--- src/rtl/key_pkg.sv ---
// ---------------------------------------------------------------------------
// key_pkg
// Shared definitions for the keypad entry stage:
//   - operator codes for the A/B/C/D keys
//   - key class enum and the decoded-key struct
//   - decode_key(): maps a row-major scanner position (0..15) to class/value
//   - debounce FSM state enum
// ---------------------------------------------------------------------------
package key_pkg;

    // Operator codes as latched into the op register
    localparam logic [1:0] OP_A = 2'b00;
    localparam logic [1:0] OP_B = 2'b01;
    localparam logic [1:0] OP_C = 2'b10;
    localparam logic [1:0] OP_D = 2'b11;

    typedef enum logic [1:0] {
        KC_DIGIT = 2'd0,
        KC_OPER  = 2'd1,
        KC_CLEAR = 2'd2,
        KC_ENTER = 2'd3
    } key_class_e;

    // val holds the BCD digit for KC_DIGIT, or the operator code in val[1:0]
    // for KC_OPER; it is zero for clear/enter.
    typedef struct packed {
        key_class_e cls;
        logic [3:0] val;
    } key_dec_t;

    typedef enum logic [1:0] {
        ST_IDLE         = 2'd0,
        ST_PRESS_WAIT   = 2'd1,
        ST_HELD         = 2'd2,
        ST_RELEASE_WAIT = 2'd3
    } deb_state_e;

    // Keypad layout (row-major):
    //   1 2 3 A
    //   4 5 6 B
    //   7 8 9 C
    //   * 0 # D
    function automatic key_dec_t decode_key(input logic [3:0] pos);
        key_dec_t d;
        d.cls = KC_DIGIT;
        d.val = 4'd0;
        case (pos)
            4'd0:  d.val = 4'd1;
            4'd1:  d.val = 4'd2;
            4'd2:  d.val = 4'd3;
            4'd3:  begin d.cls = KC_OPER; d.val = {2'b00, OP_A}; end
            4'd4:  d.val = 4'd4;
            4'd5:  d.val = 4'd5;
            4'd6:  d.val = 4'd6;
            4'd7:  begin d.cls = KC_OPER; d.val = {2'b00, OP_B}; end
            4'd8:  d.val = 4'd7;
            4'd9:  d.val = 4'd8;
            4'd10: d.val = 4'd9;
            4'd11: begin d.cls = KC_OPER; d.val = {2'b00, OP_C}; end
            4'd12: d.cls = KC_CLEAR;
            4'd13: d.val = 4'd0;
            4'd14: d.cls = KC_ENTER;
            default: begin d.cls = KC_OPER; d.val = {2'b00, OP_D}; end
        endcase
        return d;
    endfunction

endpackage

--- src/rtl/key_debounce.sv ---
// ---------------------------------------------------------------------------
// key_debounce
// Turns the scanner's intermittent key-present flag into exactly one event
// per physical keystroke.
//   clk, rst   : system clock, asynchronous active-high reset
//   opr        : scanner key-present flag (high only when the scanned column
//                hits the key)
//   posicion   : scanner key position, stable while a key is held
//   key_evt    : one-cycle pulse per accepted keystroke
//   key_code   : position captured with the last event
// ---------------------------------------------------------------------------
module key_debounce
    import key_pkg::*;
#(
    parameter int DEBOUNCE_CYCLES = 16
) (
    input  logic       clk,
    input  logic       rst,
    input  logic       opr,
    input  logic [3:0] posicion,
    output logic       key_evt,
    output logic [3:0] key_code
);

    localparam int CW = $clog2(DEBOUNCE_CYCLES + 1);
    localparam logic [CW-1:0] CNT_LAST = CW'(DEBOUNCE_CYCLES - 1);

    logic [3:0]    win_q;
    logic          pressed_raw;
    deb_state_e    state_q;
    logic [CW-1:0] cnt_q;
    logic          key_evt_q;
    logic [3:0]    key_code_q;

    // The scanner only asserts opr once per column sweep, so a held key looks
    // like a 1-in-4 pulse train; OR-ing the last four samples bridges the gaps.
    always_ff @(posedge clk or posedge rst) begin
        if (rst) begin
            win_q <= 4'b0000;
        end else begin
            win_q <= {win_q[2:0], opr};
        end
    end

    assign pressed_raw = |win_q;

    always_ff @(posedge clk or posedge rst) begin
        if (rst) begin
            state_q    <= ST_IDLE;
            cnt_q      <= '0;
            key_evt_q  <= 1'b0;
            key_code_q <= 4'd0;
        end else begin
            key_evt_q <= 1'b0;
            case (state_q)
                ST_IDLE: begin
                    if (pressed_raw) begin
                        state_q <= ST_PRESS_WAIT;
                        cnt_q   <= CW'(1);
                    end
                end
                ST_PRESS_WAIT: begin
                    if (!pressed_raw) begin
                        state_q <= ST_IDLE;
                        cnt_q   <= '0;
                    end else if (cnt_q == CNT_LAST) begin
                        state_q    <= ST_HELD;
                        key_evt_q  <= 1'b1;
                        key_code_q <= posicion;
                    end else begin
                        cnt_q <= cnt_q + CW'(1);
                    end
                end
                ST_HELD: begin
                    if (!pressed_raw) begin
                        state_q <= ST_RELEASE_WAIT;
                        cnt_q   <= CW'(1);
                    end
                end
                ST_RELEASE_WAIT: begin
                    // A key seen again before release is confirmed is the
                    // same keystroke, so no new event.
                    if (pressed_raw) begin
                        state_q <= ST_HELD;
                    end else if (cnt_q == CNT_LAST) begin
                        state_q <= ST_IDLE;
                    end else begin
                        cnt_q <= cnt_q + CW'(1);
                    end
                end
                default: begin
                    state_q <= ST_IDLE;
                    cnt_q   <= '0;
                end
            endcase
        end
    end

    assign key_evt  = key_evt_q;
    assign key_code = key_code_q;

endmodule

--- src/rtl/key_entry.sv ---
// ---------------------------------------------------------------------------
// key_entry
// Keypad entry stage: debounces the scanner output and decodes each
// keystroke into a BCD digit buffer, an operator register, clear and enter.
//   clk, rst   : system clock, asynchronous active-high reset
//   opr        : scanner key-present flag
//   posicion   : scanner key position (row-major 0..15)
//   key_evt    : one-cycle pulse per accepted keystroke
//   key_code   : position of the current/last event
//   digits     : BCD buffer, digits[3:0] is the most recent digit
//   ndig       : number of digits entered
//   op         : latched operator code (A=00 .. D=11)
//   op_valid   : op set since the last clear
//   enter      : one-cycle pulse on '#'
//   overflow   : sticky, a digit arrived while the buffer was full
// ---------------------------------------------------------------------------
module key_entry
    import key_pkg::*;
#(
    parameter int DEBOUNCE_CYCLES = 16,
    parameter int NDIG            = 4
) (
    input  logic                         clk,
    input  logic                         rst,
    input  logic                         opr,
    input  logic [3:0]                   posicion,
    output logic                         key_evt,
    output logic [3:0]                   key_code,
    output logic [4*NDIG-1:0]            digits,
    output logic [$clog2(NDIG+1)-1:0]    ndig,
    output logic [1:0]                   op,
    output logic                         op_valid,
    output logic                         enter,
    output logic                         overflow
);

    localparam int DW = 4 * NDIG;
    localparam int NW = $clog2(NDIG + 1);

    logic          evt;
    logic [3:0]    code;
    key_dec_t      dec;

    logic [DW-1:0] digits_q,   digits_d;
    logic [NW-1:0] ndig_q,     ndig_d;
    logic [1:0]    op_q,       op_d;
    logic          op_valid_q, op_valid_d;
    logic          enter_q,    enter_d;
    logic          overflow_q, overflow_d;

    key_debounce #(
        .DEBOUNCE_CYCLES(DEBOUNCE_CYCLES)
    ) u_debounce (
        .clk      (clk),
        .rst      (rst),
        .opr      (opr),
        .posicion (posicion),
        .key_evt  (evt),
        .key_code (code)
    );

    // key_code is already captured during the event cycle, so decoding the
    // registered code lets all updates land on the edge that ends it.
    assign dec = decode_key(code);

    always_comb begin
        digits_d   = digits_q;
        ndig_d     = ndig_q;
        op_d       = op_q;
        op_valid_d = op_valid_q;
        enter_d    = 1'b0;
        overflow_d = overflow_q;
        if (evt) begin
            case (dec.cls)
                KC_DIGIT: begin
                    if (ndig_q == NW'(NDIG)) begin
                        overflow_d = 1'b1;
                    end else begin
                        digits_d = (digits_q << 4) | DW'(dec.val);
                        ndig_d   = ndig_q + NW'(1);
                    end
                end
                KC_OPER: begin
                    op_d       = dec.val[1:0];
                    op_valid_d = 1'b1;
                end
                KC_CLEAR: begin
                    // op itself is deliberately kept; only its valid flag drops
                    digits_d   = '0;
                    ndig_d     = '0;
                    op_valid_d = 1'b0;
                    overflow_d = 1'b0;
                end
                default: begin
                    enter_d = 1'b1;
                end
            endcase
        end
    end

    always_ff @(posedge clk or posedge rst) begin
        if (rst) begin
            digits_q   <= '0;
            ndig_q     <= '0;
            op_q       <= 2'b00;
            op_valid_q <= 1'b0;
            enter_q    <= 1'b0;
            overflow_q <= 1'b0;
        end else begin
            digits_q   <= digits_d;
            ndig_q     <= ndig_d;
            op_q       <= op_d;
            op_valid_q <= op_valid_d;
            enter_q    <= enter_d;
            overflow_q <= overflow_d;
        end
    end

    assign key_evt  = evt;
    assign key_code = code;
    assign digits   = digits_q;
    assign ndig     = ndig_q;
    assign op       = op_q;
    assign op_valid = op_valid_q;
    assign enter    = enter_q;
    assign overflow = overflow_q;

endmodule

--- config.mk ---
export PLATFORM = sky130hd
export DESIGN_NAME = key_entry
export DESIGN_NICKNAME = d
export VERILOG_FILES = /design/src/rtl/key_pkg.sv /design/src/rtl/key_debounce.sv /design/src/rtl/key_entry.sv
export SDC_FILE = /design/constraint.sdc
export NUM_CORES = 1
export LEC_CHECK = 0
export ABC_AREA = 0
export BUFFER_PORTS_ARGS = -buffer_cell sky130_fd_sc_hd__buf_2
export CORE_MARGIN = 10
export CORE_UTILIZATION = 42
export DETAILED_ROUTE_END_ITERATION = 8
export GPL_TIMING_DRIVEN = 0
export MAX_ROUTING_LAYER = met4
export PLACE_DENSITY = 0.63
export SETUP_SLACK_MARGIN = 0.2
export SKIP_LAST_GASP = 1
export SLEW_MARGIN = 20
export SYNTH_ARGS = -nofsm -noshare
export SYNTH_HDL_FRONTEND = slang
export SYNTH_HIERARCHICAL = 1
export SYNTH_SLANG_ARGS = --single-unit
--- constraint.sdc ---
create_clock -name clk -period 1.7 [get_ports clk]
set_input_delay 0.255 -clock clk [delete_from_list [all_inputs] [get_ports clk]]
set_output_delay 0.255 -clock clk [all_outputs]
set_load 0.05 [all_outputs]
* Word-level counts from Yosys, hierarchy flattened
Cells that the tools add are included.
** Storage, ports and cells
- Flip-flop bits (word level) :: 40
- Bits in latches :: 0
- RAM bits :: 0
- Bits in read-only memories :: 0
- Input bits :: 7
- Output and inout bits :: 29
- Logic and storage cells :: 87
- Memories kept :: 0
** Operators by class
- $add $sub $neg :: 2
- Multiply operators :: 0
- Div/mod/pow operators :: 0
- Magnitude comparators :: 0
- Equal/unequal tests :: 28
- Shift operators :: 0
- Mux-type cells :: 27
- Bitwise logic cells :: 1
- Reductions and logical operators :: 18
** Operator list (number)
- 4-bit case mux with 9 select lines :: 1
- 16-bit case mux with 2 select lines :: 1
- 4-bit equality test, second input constant :: 7
- 5-bit two-way mux :: 5
- 5-bit case mux with 4 select lines :: 1
- 4-bit by 3-bit equality test with 1-bit output, second input constant :: 4
- 16-bit two-way mux :: 1
- 16-bit by 4-bit bitwise OR with 16-bit output :: 1
- 2-bit two-way mux :: 6
- 3-bit AND reduction :: 4
- 10-bit OR reduction :: 1
- 4-bit by 2-bit equality test with 1-bit output, second input constant :: 2
- 2-bit inequality test, second input constant :: 4
- 2-bit case mux with 4 select lines :: 1
- 4-bit OR reduction :: 2
- 2-bit equality test, second input constant :: 3
- 1-bit two-way mux :: 6
- 2-bit case mux with 3 select lines :: 1
- 3-bit case mux with 2 select lines :: 1
- 5-bit by 1-bit adder with 5-bit output, second input constant :: 1
- 5-bit by 4-bit equality test with 1-bit output, second input constant :: 1
- 2-bit by 1-bit equality test with 1-bit output, second input constant :: 2
- 4-bit by 1-bit equality test with 1-bit output, second input constant :: 1
- 2-bit logical NOT :: 2
- other kinds (13) :: 17

* Longest topological paths before layout
Gate-level depths: netlist of run 1.
- Depth after elaboration :: 7
- Depth in mapped cells :: 7
- Mapped depth without buffers :: 6

* By module
The synthesis of run 1 kept the hierarchy.
** Modules (own cells, without submodules)
- key_entry :: times used 1, cells each 118, area each 1213.7 µm², sequential area each 600.6 µm²
- key_debounce :: times used 1, cells each 73, area each 833.3 µm², sequential area each 400.4 µm²

* Worst setup path after synthesis of run 1
No wires, ideal clock.
- Path type :: reg2reg
- Start :: reg ndig_q[0] (netlist: ndig[0])
- End :: reg ndig_q[1] (netlist: ndig[1])
- Setup time :: 125 ps
- Arrival time :: 1809 ps
- Data required time :: 1575 ps
- Setup slack :: -234 ps
- Cell stages (with the launch flop) :: 8
- Buffers on the path :: 1
- Period minus slack after synthesis :: 1934 ps
- Cells stage by stage :: dfrtp_1 inv_1 ha_1 and2_1 o21ai_2 o2111ai_4 buf_6 mux2i_1
** Between the ends
- Word-level cells in the longest chain between the ends :: 3
- Elaborated cells on any way between the ends :: 6
- Those cells by class :: add/sub: 1; eq/ne: 2; mux: 2; reduce/logical: 1
** Ends and longest elaborated chain
- from (decl) :: line key_entry.sv:45 : logic [NW-1:0] ndig_q, ndig_d;
- from (signal assigned) :: line key_entry.sv:111 : ndig_q <= ndig_d;
- 3-bit by 1-bit adder with 3-bit output or 3-bit equality test (tied branches) :: line key_entry.sv:80, key_entry.sv:76
- 3-bit two-way mux or 2-bit inequality test (tied branches)
- 3-bit case mux with 2 select lines or 3-bit AND reduction (tied branches)
Several ways; a longest one is shown, not always the timed one. The select of a mux whose other input is x is not followed.
A chain may end at the register's enable or synchronous reset.

* Worst setup path after layout of run 1
- Start :: reg u_debounce.cnt_q[0]
- End :: reg u_debounce.key_code_q[2] (netlist: u_debounce/key_code[2])
** Between the ends
- Word-level cells in the longest chain between the ends :: 2
** Ends and longest elaborated chain
- from (decl) :: line key_debounce.sv:31 : logic [CW-1:0] cnt_q;
- from (signal assigned) :: line key_debounce.sv:71 : cnt_q <= cnt_q + CW'(1);
- from (signal assigned) :: line key_debounce.sv:88 : cnt_q <= cnt_q + CW'(1);
- 5-bit by 4-bit equality test with 1-bit output :: line key_debounce.sv:66 : end else if (cnt_q == CNT_LAST) begin
- 3-bit AND reduction (no line)
- to (signal assigned) :: line key_debounce.sv:69 : key_code_q <= posicion;
- to (decl) :: line key_debounce.sv:33 : logic [3:0] key_code_q;
No other way between the ends.

==> results of run 1 <==
==> placed cells by master, fill, tap and decap left out, types with 7 or more instances in the layout <==
cell type / Yosys / final
sky130_fd_sc_hd__buf_2: 6 / 37
sky130_fd_sc_hd__dfrtp_1: 40 / 33
sky130_fd_sc_hd__inv_1: 21 / 19
sky130_fd_sc_hd__nand2_1: 18 / 18
sky130_fd_sc_hd__buf_4: 1 / 17
sky130_fd_sc_hd__mux2i_1: 14 / 14
sky130_fd_sc_hd__nand3_1: 10 / 10
sky130_fd_sc_hd__buf_6: 4 / 10
sky130_fd_sc_hd__o21ai_0: 8 / 7
sky130_fd_sc_hd__dfrtp_2: 0 / 7
==> final timing paths <==
check,start,end,slack [ns],cells past startpoint
max in group asynchronous,rst,ndig[0]$_DFFE_PP0P_,0.94,2
min in group clk,opr,u_debounce/win_q[0]$_DFF_PP0_,0.07,1
min reg2reg,u_debounce/win_q[2]$_DFF_PP0_,u_debounce/win_q[3]$_DFF_PP0_,0.46,0
min,rst,u_debounce/win_q[3]$_DFF_PP0_,0.04,2
max reg2reg,u_debounce/cnt_q[0]$_DFFE_PP0P_,u_debounce/key_code[2]$_DFFE_PP0P_,0.08,6
max,u_debounce/cnt_q[0]$_DFFE_PP0P_,u_debounce/key_code[2]$_DFFE_PP0P_,0.08,6
==> state kept, by name, indices dropped and copies added, names as in the netlist, 2 cells and up, named ones only <==
register             flops
digits                  16
u_debounce/cnt_q         5
u_debounce/key_code      4
u_debounce/win_q         4
ndig                     3
op                       2
==> metrics by stage <==
| stage | hold WS (ns) | instance area, um2 | setup WS (ns) | util, % | TNS, ns |
|---|---|---|---|---|---|
| after global routing | 0.0605 | 2730 | 0.0204 | 57.7 | 0 |
| after detailed placement | 0.365 | 2340 | -0.122 | 49.6 | -0.413 |
| after global placement | 0.365 | 2340 | -0.125 | 49.6 | -0.427 |
| after floorplan | 0.169 | 2080 | -0.0326 | - | -0.431 |
| final | 0.0384 | 2730 | 0.0807 | 57.7 | 0 |
| after CTS | 0.0610 | 2670 | 0.106 | 56.5 | 0 |
==> report_power, final <==
| part | switching (mW) | total (mW) | internal, mW | leakage, nW |
|---|---|---|---|---|
| Sequential | 0.169 | 1.29 | 1.12 | 0.526 |
| Clock | 0.336 | 0.771 | 0.434 | 0.0541 |
| Combinational | 0.960 | 1.61 | 0.645 | 0.786 |
==> layer usage <==
metal	vias up	track usage, %	wire, um
met5	-	-	0
met2	27	19.6	2210
met4	0	4.04	53
met1	772	12.8	1980
met3	4	3.74	221
li1	783	-	-
==> area by class of cell <==
| type | count | area (um2) | area share, % |
|---|---|---|---|
| clock inverters | 3 | 42.5 | 1.56 |
| plain buffers | 11 | 96.3 | 3.53 |
| repair buffers | 57 | 399 | 14.6 |
| flip-flops and latches | 40 | 1010 | 37.0 |
| inverters | 21 | 78.8 | 2.89 |
| clock buffers | 5 | 68.8 | 2.52 |
| multi-input cells | 119 | 947 | 34.7 |
| well taps | 67 | 83.8 | 3.07 |
==> cells by family (layout without fill, tap and decap cells) <==
group | count (synthesis) | after routing
xor+xnor | 3 | 3
flops | 40 | 40
compound gates | 32 | 32
fa+ha+maj | 3 | 3
simple gates | 57 | 57
mux | 24 | 24
buf+inv | 32 | 97
==> worst max-delay path: stages, from the launching register on <==
cell and delay, ns:
sky130_fd_sc_hd__dfrtp_2 0.40, sky130_fd_sc_hd__ha_4 0.14, sky130_fd_sc_hd__and4b_1 0.23, sky130_fd_sc_hd__nand2_2 0.09
sky130_fd_sc_hd__nor3_4 0.21, sky130_fd_sc_hd__buf_6 0.14, sky130_fd_sc_hd__mux2_4 0.29
==> what timing repair did <==
action,4_1_cts,5_1_grt
pin swaps,5,3
gates resized for setup,14,10
gates cloned,1,0
endpoints found under the setup margin,28,28
setup buffers,17,4
hold buffers,0,0
endpoints found under the hold margin,0,0
==> metrics.txt, run 1 <==
# TYPE chip_impl_metric gauge
chip_impl_info{name="critical_path.startpoint_type",value="flip-flop"} 1
chip_impl_metric{name="grt_antenna_before_repair",unit=""} 0
chip_impl_metric{name="worst-endpoint-required",unit="ns"} 1.88
chip_impl_metric{name="syn_area_per_cell",unit="um2"} 10.7
chip_impl_metric{name="synth_area_in_compound_gates",unit="%"} 11.9
chip_impl_metric{name="min_period_over_period",unit="%"} 95.3
chip_impl_info{name="worst-setup-path-type",value="flip-flop to flip-flop"} 1
chip_impl_metric{name="mappedNetlistNets",unit=""} 201
chip_impl_metric{name="peakVddDrop",unit="mV"} 0.956
chip_impl_info{name="yosys-top-cells-count",value="40 x sky130_fd_sc_hd__dfrtp_1, 21 x sky130_fd_sc_hd__inv_1, 18 x sky130_fd_sc_hd__nand2_1"} 1
chip_impl_info{name="critPathCaptureType",value="flip-flop"} 1
chip_impl_metric{name="final_nets",unit=""} 265
chip_impl_info{name="netlist.top_cell.by_area",value="sky130_fd_sc_hd__dfrtp_1"} 1
chip_impl_metric{name="timing.final.hold_violations",unit=""} 0
chip_impl_metric{name="p_leak",unit="nW"} 1.37
chip_impl_metric{name="global_route.overflow_total",unit=""} 0
chip_impl_metric{name="placedCellCount",unit=""} 293
chip_impl_info{name="run_status",value="complete, no violations"} 1
chip_impl_metric{name="dp_hpwl",unit="um"} 2990
chip_impl_metric{name="p_total",unit="mW"} 3.67
chip_impl_metric{name="synthesis.instances",unit=""} 191
chip_impl_metric{name="stdcell_count",unit=""} 323
chip_impl_metric{name="cts_inserted_buffers",unit=""} 5
chip_impl_metric{name="seq_area_frac_synth",unit="%"} 48.9
chip_impl_metric{name="num_io_pins",unit=""} 36
chip_impl_metric{name="syn-cell-area",unit="mm2"} 0.00205
chip_impl_metric{name="fp.dieH",unit="um"} 89.8
chip_impl_metric{name="global_route_wire_length_before_repair",unit="um"} 7810
chip_impl_metric{name="fillCellCount",unit=""} 414
chip_impl_metric{name="io_buffers",unit=""} 35
chip_impl_metric{name="drv_cap",unit=""} 0
chip_impl_metric{name="drt-vias-per-instance",unit=""} 4.91
chip_impl_metric{name="worst_slew_margin_rel",unit="%"} 40.5
chip_impl_metric{name="yosys.area_share.adder",unit="%"} 1.83
chip_impl_metric{name="power_density",unit="mW/mm2"} 1350
chip_impl_metric{name="rows",unit=""} 25
chip_impl_info{name="clock_tree_from_tritoncts",value="built"} 1
chip_impl_info{name="hold_class",value="input pin to async pin"} 1
chip_impl_metric{name="route.final.wire_length",unit="um"} 4470
chip_impl_metric{name="core_region_area",unit="mm2"} 0.00472
chip_impl_metric{name="worstPathMaxFanout",unit=""} 3
chip_impl_metric{name="place.gp.congestion",unit=""} 0.841
chip_impl_info{name="synth_top_family_by_area",value="simple AND/OR/NAND/NOR gates"} 1
chip_impl_metric{name="final-max-slew-violation-count",unit=""} 0
chip_impl_metric{name="finClkSkew",unit="ns"} 0.00494
chip_impl_metric{name="wire_per_inst",unit="um"} 13.8
chip_impl_metric{name="drive_above_1_share",unit="%"} 43.8
chip_impl_metric{name="die_width",unit="um"} 89.8
chip_impl_metric{name="grtUsageTotal",unit="%"} 11.7
chip_impl_info{name="clock-root-buffer",value="sky130_fd_sc_hd__clkbuf_8"} 1
chip_impl_metric{name="synth_cell_type_count",unit=""} 49
chip_impl_metric{name="pin_count_of_the_biggest_net_entering_global_routing",unit=""} 25
chip_impl_metric{name="worst-endpoint-arrival",unit="ns"} 1.80
chip_impl_metric{name="ys_seq_elements",unit=""} 40
chip_impl_metric{name="area_added_between_synthesis_and_finish",unit="%"} 33.2
chip_impl_metric{name="cts_htree_levels",unit=""} 2
chip_impl_metric{name="first_global_vias",unit=""} 1574
chip_impl_metric{name="worst_pin_slew",unit="ns"} 0.892
chip_impl_metric{name="synth_xor_xnor_area_share",unit="%"} 1.28
chip_impl_info{name="ys_dominant_reg_cell",value="sky130_fd_sc_hd__dfrtp_1"} 1
chip_impl_metric{name="edff_count_synth",unit=""} 0
chip_impl_metric{name="fmax",unit="MHz"} 618
chip_impl_metric{name="async_reset_ff_share",unit="%"} 100
chip_impl_metric{name="insertion_delay",unit="ns"} 0.29
chip_impl_metric{name="cts.reportedPaths.clkPinSlew",unit="ns"} 0.08
chip_impl_metric{name="clkSinkCount",unit=""} 40
chip_impl_metric{name="clockBufferDepth",unit=""} 2
chip_impl_metric{name="initial_utilization",unit="%"} 43.3
chip_impl_metric{name="n_antenna_cell",unit=""} 0
chip_impl_metric{name="yosys_warnings",unit=""} 6
chip_impl_metric{name="finalCriticalPeriod",unit="ns"} 1.62
chip_impl_info{name="main_area_contributors_after_synthesis",value="sky130_fd_sc_hd__dfrtp_1 49%, sky130_fd_sc_hd__mux2i_1 6.8%, sky130_fd_sc_hd__inv_1 3.9%"} 1
chip_impl_metric{name="vias",unit=""} 1586
chip_impl_metric{name="antenna_violating_nets_post_route",unit=""} 0
chip_impl_metric{name="detailed_routing_iterations_pass_1",unit=""} 5
chip_impl_metric{name="synthMuxAreaShare",unit="%"} 12.3
chip_impl_info{name="rsz0062_at_grt",value="true"} 1
chip_impl_metric{name="setup_violations",unit=""} 0
chip_impl_metric{name="dieArea",unit="mm2"} 0.00807
chip_impl_metric{name="synth_simple_gate_area_share",unit="%"} 15.8
chip_impl_metric{name="post-route-drc-count",unit=""} 0
chip_impl_metric{name="synth_top_area_share",unit="%"} 48.9
chip_impl_metric{name="first_iter_violations",unit=""} 103
chip_impl_info{name="synth_most_common_cell",value="sky130_fd_sc_hd__dfrtp_1"} 1
(Power assumes the default switching activity.)
==> run 2, diff against run 1 <==
--- a/config.mk
+++ b/config.mk
@@ -9,10 +9,11 @@
 export BUFFER_PORTS_ARGS = -buffer_cell sky130_fd_sc_hd__buf_2
 export CORE_MARGIN = 10
 export CORE_UTILIZATION = 42
+export CTS_BUF_LIST = sky130_fd_sc_hd__clkbuf_2
 export DETAILED_ROUTE_END_ITERATION = 8
 export GPL_TIMING_DRIVEN = 0
 export MAX_ROUTING_LAYER = met4
-export PLACE_DENSITY = 0.63
+export PLACE_DENSITY = 0.61
 export SETUP_SLACK_MARGIN = 0.2
 export SKIP_LAST_GASP = 1
 export SLEW_MARGIN = 20
==> constraint.sdc (replaced) <==
create_clock -name clk -period 1.8 [get_ports clk]
set_input_delay 0.27 -clock clk [delete_from_list [all_inputs] [get_ports clk]]
set_output_delay 0.27 -clock clk [all_outputs]
set_load 0.05 [all_outputs]
==> run 2 against run 1 <==
Against the previous run:
- sequential power shrank 5%
- die area unchanged
- flip-flop and latch count unchanged
==> metrics.txt, run 2 (same netlist as run 1, synthesis figures left out) <==
# TYPE chip_impl_metric gauge
chip_impl_info{name="run_status",value="complete, no violations"} 1
chip_impl_metric{name="post-route-drc-count",unit=""} 0
chip_impl_info{name="holdCritStartpoint",value="posicion[1]"} 1
chip_impl_metric{name="worst-endpoint-arrival",unit="ns"} 1.99
chip_impl_metric{name="die_width",unit="um"} 89.8
chip_impl_info{name="critical_path.startpoint_type",value="flip-flop"} 1
chip_impl_metric{name="setup_violations",unit=""} 0
chip_impl_metric{name="globalRouteMet1Util",unit="%"} 13.7
chip_impl_metric{name="largest_register_ff_count",unit=""} 16
chip_impl_info{name="layout_common_cells",value="39 x sky130_fd_sc_hd__buf_2, 34 x sky130_fd_sc_hd__dfrtp_1, 19 x sky130_fd_sc_hd__inv_1"} 1
chip_impl_metric{name="num_io_pins",unit=""} 36
chip_impl_metric{name="n_antenna_cell",unit=""} 0
chip_impl_metric{name="holdPathStages",unit=""} 2
chip_impl_metric{name="p_seq_share",unit="%"} 39.6
chip_impl_metric{name="place.gp.congestion",unit=""} 0.823
chip_impl_metric{name="fp.dieH",unit="um"} 89.8
chip_impl_metric{name="p_comb_share",unit="%"} 47.8
chip_impl_metric{name="detailed_routing_iterations_pass_1",unit=""} 4
chip_impl_metric{name="fmax",unit="MHz"} 601
chip_impl_metric{name="rows",unit=""} 25
chip_impl_info{name="clock_tree_from_tritoncts",value="built"} 1
chip_impl_metric{name="worst_pin_slew",unit="ns"} 0.935
chip_impl_info{name="rsz0062_at_grt",value="true"} 1
chip_impl_metric{name="clockBufferDepth",unit=""} 2
chip_impl_metric{name="worstPathMaxFanout",unit=""} 5
chip_impl_metric{name="global_route_wire_length_before_repair",unit="um"} 7600
chip_impl_metric{name="min_period_over_period",unit="%"} 92.5
chip_impl_info{name="worst-setup-path-type",value="flip-flop to flip-flop"} 1
chip_impl_metric{name="place_ws",unit="ns"} -0.0223
chip_impl_metric{name="sw_ratio",unit="%"} 44.1
chip_impl_metric{name="power_density",unit="mW/mm2"} 1180
chip_impl_metric{name="io_buffers",unit=""} 35
chip_impl_metric{name="finClkSkew",unit="ns"} 0.0254
chip_impl_metric{name="area_added_between_synthesis_and_finish",unit="%"} 27.7
chip_impl_metric{name="worst_slew_margin_rel",unit="%"} 37.6
chip_impl_metric{name="timing.reg2reg.setup_slack",unit="ns"} 0.13
chip_impl_info{name="hold_class",value="input pin to flip-flop"} 1
chip_impl_metric{name="vias",unit=""} 1569
chip_impl_metric{name="met3_track_demand_over_resource",unit="%"} 2.91
chip_impl_metric{name="timing.final.hold_violations",unit=""} 0
chip_impl_metric{name="peakVddDrop",unit="mV"} 0.777
chip_impl_metric{name="final-max-slew-violation-count",unit=""} 0
chip_impl_info{name="min_delay_worst_endpoint",value="u_debounce/key_code[1]$_DFFE_PP0P_"} 1
chip_impl_metric{name="p_total",unit="mW"} 3.08
chip_impl_metric{name="finalSetupTns",unit="ns"} 0
chip_impl_metric{name="cts.reportedPaths.clkPinSlew",unit="ns"} 0.21
chip_impl_info{name="critPathCaptureType",value="flip-flop"} 1
chip_impl_metric{name="globalRouteMet2Util",unit="%"} 17.8
chip_impl_metric{name="first_iter_violations",unit=""} 82
chip_impl_metric{name="fillCellCount",unit=""} 427
chip_impl_metric{name="clkSinkCount",unit=""} 40
chip_impl_metric{name="first_global_vias",unit=""} 1575
chip_impl_metric{name="grt_antenna_before_repair",unit=""} 0
chip_impl_metric{name="fraction_of_the_core_area_covered_by_cells_at_the_end_of_the_flow",unit="%"} 55.3
chip_impl_metric{name="antenna_violating_nets_post_route",unit=""} 0
chip_impl_metric{name="finalCriticalPeriod",unit="ns"} 1.67
chip_impl_metric{name="pin_count_of_the_biggest_net_entering_global_routing",unit=""} 25
chip_impl_info{name="worst_r2r_endpoint",value="digits[0]$_DFFE_PP0P_"} 1
chip_impl_info{name="grt-busiest-layer",value="met2"} 1
chip_impl_metric{name="route.final.wire_length",unit="um"} 4420
chip_impl_metric{name="switchingPower",unit="mW"} 1.36
chip_impl_info{name="clock-root-buffer",value="sky130_fd_sc_hd__clkbuf_2"} 1
chip_impl_metric{name="internal_power",unit="mW"} 1.72
chip_impl_metric{name="drive_above_1_share",unit="%"} 41.3
chip_impl_info{name="rr_startpoint",value="ndig[1]$_DFFE_PP0P_"} 1
chip_impl_metric{name="p_leak",unit="nW"} 1.32
chip_impl_metric{name="dp_hpwl",unit="um"} 3110
chip_impl_metric{name="cts_inserted_buffers",unit=""} 5
chip_impl_metric{name="final_nets",unit=""} 262
chip_impl_metric{name="cts_htree_levels",unit=""} 2
chip_impl_metric{name="drv_cap",unit=""} 0
chip_impl_metric{name="timing.reg2reg.worst_path_depth",unit=""} 7
chip_impl_metric{name="core_region_area",unit="mm2"} 0.00472
chip_impl_metric{name="final_critical_path_setup_slack",unit="ns"} 0.135
chip_impl_metric{name="insertion_delay",unit="ns"} 0.40
chip_impl_metric{name="global_route.overflow_total",unit=""} 0
chip_impl_metric{name="initial_utilization",unit="%"} 43.3
chip_impl_metric{name="hold_slack",unit="ns"} 0.0835
chip_impl_metric{name="sequential_cell_area",unit="mm2"} 0.00101
chip_impl_metric{name="worst-endpoint-required",unit="ns"} 2.12
chip_impl_metric{name="multi_input_area",unit="um2"} 950
chip_impl_metric{name="clock_share_of_power",unit="%"} 12.6
chip_impl_metric{name="dieArea",unit="mm2"} 0.00807
chip_impl_info{name="layout.cells.most_common",value="sky130_fd_sc_hd__buf_2"} 1
chip_impl_metric{name="grtUsageTotal",unit="%"} 11.4
chip_impl_metric{name="wire_per_inst",unit="um"} 13.8
chip_impl_metric{name="drt-vias-per-instance",unit=""} 4.92
==> run 2: cell count changes in the layout (fill, tap and decap cells not counted), sizes merged <==
cell | before | now
buf | 67 | 62
bufinv | 1 | 0
clkbuf | 6 | 7
clkinvlp | 1 | 0
dlygate4sd3 | 0 | 2
==> run 2: per-stage QoR <==
step                      std cells  cell area (um2)
after floorplan                 191             2080
after global placement          293             2340
after detailed placement        293             2340
after CTS                       315             2550
after global routing            319             2610
final                           319             2610
==> run 2: cell type report <==
| class | count | area share [%] |
|---|---|---|
| Sequential cell | 40 | 38.6 |
| Clock buffer | 6 | 1.15 |
| Multi-Input combinational cell | 119 | 36.3 |
| Buffer | 11 | 3.64 |
| Clock inverter | 1 | 0.191 |
| Timing Repair Buffer | 54 | 13.9 |
| Tap cell | 67 | 3.21 |
| Inverter | 21 | 3.02 |
==> run 2: how the worst max path moves through the flow <==
stage | startpoint | end | slack (ns) | cells past startpoint
finish | ndig[1]$_DFFE_PP0P_ | digits[0]$_DFFE_PP0P_ | 0.13 | 7
global route | ndig[1]$_DFFE_PP0P_ | digits[14]$_DFFE_PP0P_ | 0.06 | 8
CTS | ndig[1]$_DFFE_PP0P_ | digits[2]$_DFFE_PP0P_ | 0.15 | 7
detailed placement | u_debounce/cnt_q[0]$_DFFE_PP0P_ | u_debounce/key_code[1]$_DFFE_PP0P_ | -0.02 | 5
global placement | u_debounce/cnt_q[1]$_DFFE_PP0P_ | u_debounce/key_code[1]$_DFFE_PP0P_ | -0.03 | 5
floorplan | ndig[0]$_DFFE_PP0P_ | ndig[1]$_DFFE_PP0P_ | 0.07 | 7
==> run 2: power groups by stage <==
stage,Sequential [mW],Clock [mW],Combinational (mW)
finish,1.22,0.387,1.47
global route,1.25,0.435,1.61
CTS,1.22,0.402,1.45
detailed placement,1.25,0,1.32
global placement,1.25,0,1.30
floorplan,1.53,0,0.740
==> run 2: per-layer routing <==
| metal | vias up | wire length [um] |
|---|---|---|
| met1 | 748 | 2120 |
| met5 | - | 0 |
| li1 | 779 | - |
| met3 | 7 | 208 |
| met2 | 35 | 2020 |
| met4 | 0 | 74 |
==> run 2: timing repair <==
action | in CTS | in global routing
gates resized for setup | 8 | 7
hold endpoints to repair | 17 | 0
endpoints found under the setup margin | 19 | 27
pin swaps | 4 | 5
buffers inserted | 12 | 4
hold buffers | 2 | 0
gates cloned | 1 | 0
==> run 2: worst max-delay path, stage by stage, from the launching register on <==
cell and delay, ns:
sky130_fd_sc_hd__dfrtp_2 0.42, sky130_fd_sc_hd__inv_2 0.05, sky130_fd_sc_hd__ha_4 0.15, sky130_fd_sc_hd__and2_4 0.17, sky130_fd_sc_hd__o21ai_4 0.14, sky130_fd_sc_hd__o2111ai_4 0.20
sky130_fd_sc_hd__buf_6 0.19, sky130_fd_sc_hd__mux2_2 0.26
==> run 3, diff against run 2 <==
--- a/config.mk
+++ b/config.mk
@@ -5,7 +5,7 @@
 export SDC_FILE = /design/constraint.sdc
 export NUM_CORES = 1
 export LEC_CHECK = 0
-export ABC_AREA = 0
+export ABC_AREA = 1
 export BUFFER_PORTS_ARGS = -buffer_cell sky130_fd_sc_hd__buf_2
 export CORE_MARGIN = 10
 export CORE_UTILIZATION = 42
@@ -13,10 +13,8 @@
 export DETAILED_ROUTE_END_ITERATION = 8
 export GPL_TIMING_DRIVEN = 0
 export MAX_ROUTING_LAYER = met4
-export PLACE_DENSITY = 0.61
 export SETUP_SLACK_MARGIN = 0.2
 export SKIP_LAST_GASP = 1
-export SLEW_MARGIN = 20
 export SYNTH_ARGS = -nofsm -noshare
 export SYNTH_HDL_FRONTEND = slang
 export SYNTH_HIERARCHICAL = 1
==> run 3 against run 2 <==
Against the previous run:
- flip-flop and latch count stayed put
- maximum frequency is 13% higher
- critical path depth down 6
- sequential power grew 5%
- combinational power is 12% lower
- cell count grew 9.7%
- utilization down 2.6 points
- clock power increased by 40%
==> metrics.txt, run 3 <==
# TYPE chip_impl_metric gauge
chip_impl_info{name="run_status",value="complete, no violations"} 1
chip_impl_metric{name="met3_track_demand_over_resource",unit="%"} 3.86
chip_impl_metric{name="fp.dieH",unit="um"} 88.8
chip_impl_metric{name="drive_above_1_share",unit="%"} 22.1
chip_impl_metric{name="worst-endpoint-arrival",unit="ns"} 1.21
chip_impl_metric{name="grt_antenna_before_repair",unit=""} 0
chip_impl_metric{name="globalRouteMet1Util",unit="%"} 15.0
chip_impl_metric{name="clkSinkCount",unit=""} 40
chip_impl_info{name="clock_tree_from_tritoncts",value="built"} 1
chip_impl_metric{name="synth_area_in_compound_gates",unit="%"} 2.77
chip_impl_metric{name="p_leak",unit="nW"} 1.34
chip_impl_metric{name="worst_pin_slew",unit="ns"} 0.946
chip_impl_metric{name="detailed_routing_iterations_pass_1",unit=""} 4
chip_impl_metric{name="power_density",unit="mW/mm2"} 1320
chip_impl_metric{name="finClkSkew",unit="ns"} 0.00952
chip_impl_metric{name="drt-vias-per-instance",unit=""} 4.77
chip_impl_metric{name="timing.reg2reg.setup_slack",unit="ns"} 0.36
chip_impl_info{name="synth_most_common_cell",value="sky130_fd_sc_hd__nand2_1"} 1
chip_impl_metric{name="worst_slew_margin_rel",unit="%"} 36.9
chip_impl_metric{name="globalRouteMet2Util",unit="%"} 19.6
chip_impl_metric{name="area_added_between_synthesis_and_finish",unit="%"} 18.7
chip_impl_metric{name="cp.buffers_inverters",unit=""} 1
chip_impl_metric{name="first_global_vias",unit=""} 1612
chip_impl_metric{name="synth_top_area_share",unit="%"} 50.4
chip_impl_info{name="layout_common_cells",value="104 x sky130_fd_sc_hd__nand2_1, 37 x sky130_fd_sc_hd__dfrtp_1, 36 x sky130_fd_sc_hd__buf_2"} 1
chip_impl_info{name="layout.cells.most_common",value="sky130_fd_sc_hd__nand2_1"} 1
chip_impl_metric{name="dp_hpwl",unit="um"} 3090
chip_impl_metric{name="core_region_area",unit="mm2"} 0.00447
chip_impl_info{name="grt-busiest-layer",value="met2"} 1
chip_impl_metric{name="setup_violations",unit=""} 0
chip_impl_metric{name="first_iter_violations",unit=""} 67
chip_impl_info{name="main_area_contributors_after_synthesis",value="sky130_fd_sc_hd__dfrtp_1 50%, sky130_fd_sc_hd__nand2_1 20%, sky130_fd_sc_hd__nand3b_1 5.3%"} 1
chip_impl_metric{name="cts_inserted_buffers",unit=""} 5
chip_impl_metric{name="yosys.area_share.adder",unit="%"} 1.89
chip_impl_info{name="hold_class",value="input pin to flip-flop"} 1
chip_impl_info{name="cell_family_contributing_the_most_delay_on_the_critical_path",value="flip-flops"} 1
chip_impl_metric{name="io_buffers",unit=""} 35
chip_impl_metric{name="mappedNetlistNets",unit=""} 259
chip_impl_metric{name="synth_xor_xnor_area_share",unit="%"} 0.441
chip_impl_metric{name="global_route_wire_length_before_repair",unit="um"} 7550
chip_impl_metric{name="pin_count_of_the_biggest_net_entering_global_routing",unit=""} 25
chip_impl_metric{name="num_io_pins",unit=""} 36
chip_impl_metric{name="cts_htree_levels",unit=""} 2
chip_impl_metric{name="dieArea",unit="mm2"} 0.00788
chip_impl_metric{name="finalCriticalPeriod",unit="ns"} 1.48
chip_impl_metric{name="critical-path-max-stage-delay",unit="ns"} 0.51
chip_impl_metric{name="ys_seq_elements",unit=""} 40
chip_impl_metric{name="seq_area_frac_synth",unit="%"} 50.4
chip_impl_metric{name="grtUsageTotal",unit="%"} 12.4
chip_impl_metric{name="synth_simple_gate_area_share",unit="%"} 37.5
chip_impl_info{name="synth_top_family_by_area",value="simple AND/OR/NAND/NOR gates"} 1
chip_impl_metric{name="insertion_delay",unit="ns"} 0.39
chip_impl_metric{name="worstPathMaxFanout",unit=""} 7
chip_impl_info{name="cpMaxStageDelayCell",value="sky130_fd_sc_hd__dfrtp_1"} 1
chip_impl_metric{name="worst-endpoint-required",unit="ns"} 1.53
chip_impl_metric{name="final_nets",unit=""} 307
chip_impl_metric{name="cts.reportedPaths.clkPinSlew",unit="ns"} 0.20
chip_impl_metric{name="min_period_over_period",unit="%"} 82.1
chip_impl_metric{name="yosys_warnings",unit=""} 6
chip_impl_info{name="clock-root-buffer",value="sky130_fd_sc_hd__clkbuf_2"} 1
chip_impl_info{name="netlist.top_cell.by_area",value="sky130_fd_sc_hd__dfrtp_1"} 1
chip_impl_metric{name="finalSetupTns",unit="ns"} 0
chip_impl_metric{name="synthMuxAreaShare",unit="%"} 0
chip_impl_metric{name="fraction_of_the_core_area_covered_by_cells_at_the_end_of_the_flow",unit="%"} 52.7
chip_impl_metric{name="async_reset_ff_share",unit="%"} 100
chip_impl_metric{name="post-route-drc-count",unit=""} 0
chip_impl_info{name="critPathCaptureType",value="output pin"} 1
chip_impl_metric{name="initial_utilization",unit="%"} 44.4
chip_impl_metric{name="timing.final.hold_violations",unit=""} 0
chip_impl_metric{name="edff_count_synth",unit=""} 0
chip_impl_metric{name="final-max-slew-violation-count",unit=""} 0
chip_impl_info{name="yosys-top-cells-count",value="104 x sky130_fd_sc_hd__nand2_1, 40 x sky130_fd_sc_hd__dfrtp_1, 27 x sky130_fd_sc_hd__inv_1"} 1
chip_impl_info{name="path_cells",value="buf_2"} 1
chip_impl_metric{name="die_width",unit="um"} 88.8
chip_impl_metric{name="drv_cap",unit=""} 0
chip_impl_metric{name="peakVddDrop",unit="mV"} 0.702
chip_impl_metric{name="clockBufferDepth",unit=""} 2
chip_impl_metric{name="antenna_violating_nets_post_route",unit=""} 0
chip_impl_metric{name="route.final.wire_length",unit="um"} 4330
chip_impl_info{name="critical_path.startpoint_type",value="flip-flop"} 1
chip_impl_metric{name="syn_area_per_cell",unit="um2"} 7.98
chip_impl_metric{name="synth_cell_type_count",unit=""} 23
chip_impl_metric{name="wire_per_inst",unit="um"} 12.4
chip_impl_metric{name="synthesis.instances",unit=""} 249
chip_impl_info{name="worst-setup-path-type",value="flip-flop to output pin"} 1
chip_impl_metric{name="global_route.overflow_total",unit=""} 0
chip_impl_metric{name="place.gp.congestion",unit=""} 0.799
chip_impl_metric{name="n_antenna_cell",unit=""} 0
chip_impl_metric{name="fmax",unit="MHz"} 677
chip_impl_info{name="ys_dominant_reg_cell",value="sky130_fd_sc_hd__dfrtp_1"} 1
chip_impl_metric{name="largest_register_ff_count",unit=""} 16
chip_impl_metric{name="rows",unit=""} 24
chip_impl_metric{name="vias",unit=""} 1668
chip_impl_info{name="rsz0062_at_grt",value="false"} 1
chip_impl_metric{name="syn-cell-area",unit="mm2"} 0.00199
run 3: cell count changes after synthesis, sizes merged, moves of 9 or more:
cell | before | now
mux2i | 14 | 0
nand3 | 10 | 19
mux2 | 10 | 0
nand3b | 1 | 14
nor2 | 6 | 20
nand2 | 21 | 106
run 3: kinds of logic (layout without fill, tap and decap cells):
group,after synthesis,after routing
and+or+nand+nor,162,162
adders and majority gates,3,3
buffers and inverters,33,82
AOI/OAI and AO/OA,10,10
xor gates and xnor gates,1,1
DFF,40,40
run 3: where the power goes:
| group | switching, mW | total (mW) | internal, mW | leakage (nW) |
|---|---|---|---|---|
| Combinational | 0.908 | 1.30 | 0.390 | 0.781 |
| Sequential | 0.209 | 1.28 | 1.07 | 0.519 |
| Clock | 0.302 | 0.541 | 0.239 | 0.0430 |
| Total | 1.42 | 3.12 | 1.70 | 1.34 |
run 3: repair_timing:
action,CTS,global route
buffers inserted,0,4
endpoints found under the hold margin,17,0
resized for setup,0,3
hold buffers,2,0
setup endpoints to repair,0,16
run 3: through the flow:
stage	cell area (um2)	hold WS (ns)	instances	worst slack, ns	power, mW
6_report	2360	0.0593	350	0.322	3.12
3_5_place_dp	2230	0.364	336	0.336	2.56
2_1_floorplan	1990	0.184	249	0.213	2.27
4_1_cts	2310	0.0352	346	0.234	3.11
3_3_place_gp	2230	0.363	336	0.346	2.55
5_1_grt	2360	0.0436	350	0.195	3.41
run 3: worst paths after layout:
kind | from | endpoint | cells after the start
worst min-delay path | posicion[2] | u_debounce/key_code[2]$_DFFE_PP0P_ | 3
worst max-delay path | u_debounce/key_code[2]$_DFFE_PP0P_ | key_code[2] | 1
worst max register to register | u_debounce/key_code[1]$_DFFE_PP0P_ | digits[4]$_DFFE_PP0P_ | 6
worst min register to register | u_debounce/win_q[1]$_DFF_PP0_ | u_debounce/win_q[2]$_DFF_PP0_ | 0
max in group asynchronous | rst | ndig[0]$_DFFE_PP0P_ | 3
min in group asynchronous | rst | u_debounce/cnt_q[2]$_DFFE_PP0P_ | 3
run 3: final cells by class:
cell class | instances | area [um2]
Buffer | 4 | 31.3
Clock buffer | 6 | 30.0
Clock inverter | 2 | 35.0
Fill cell | 432 | 2120
Inverter | 29 | 109
Multi-Input combinational cell | 176 | 858
Sequential cell | 40 | 1000
Tap cell | 52 | 65.1
Timing Repair Buffer | 41 | 225
run 3: metal layers:
metal  vias to the layer above  wire length [um]
met5                         -                 0
met2                        34              2050
met1                       758              2020
met3                         2               235
met4                         0                24
li1                        874                 -
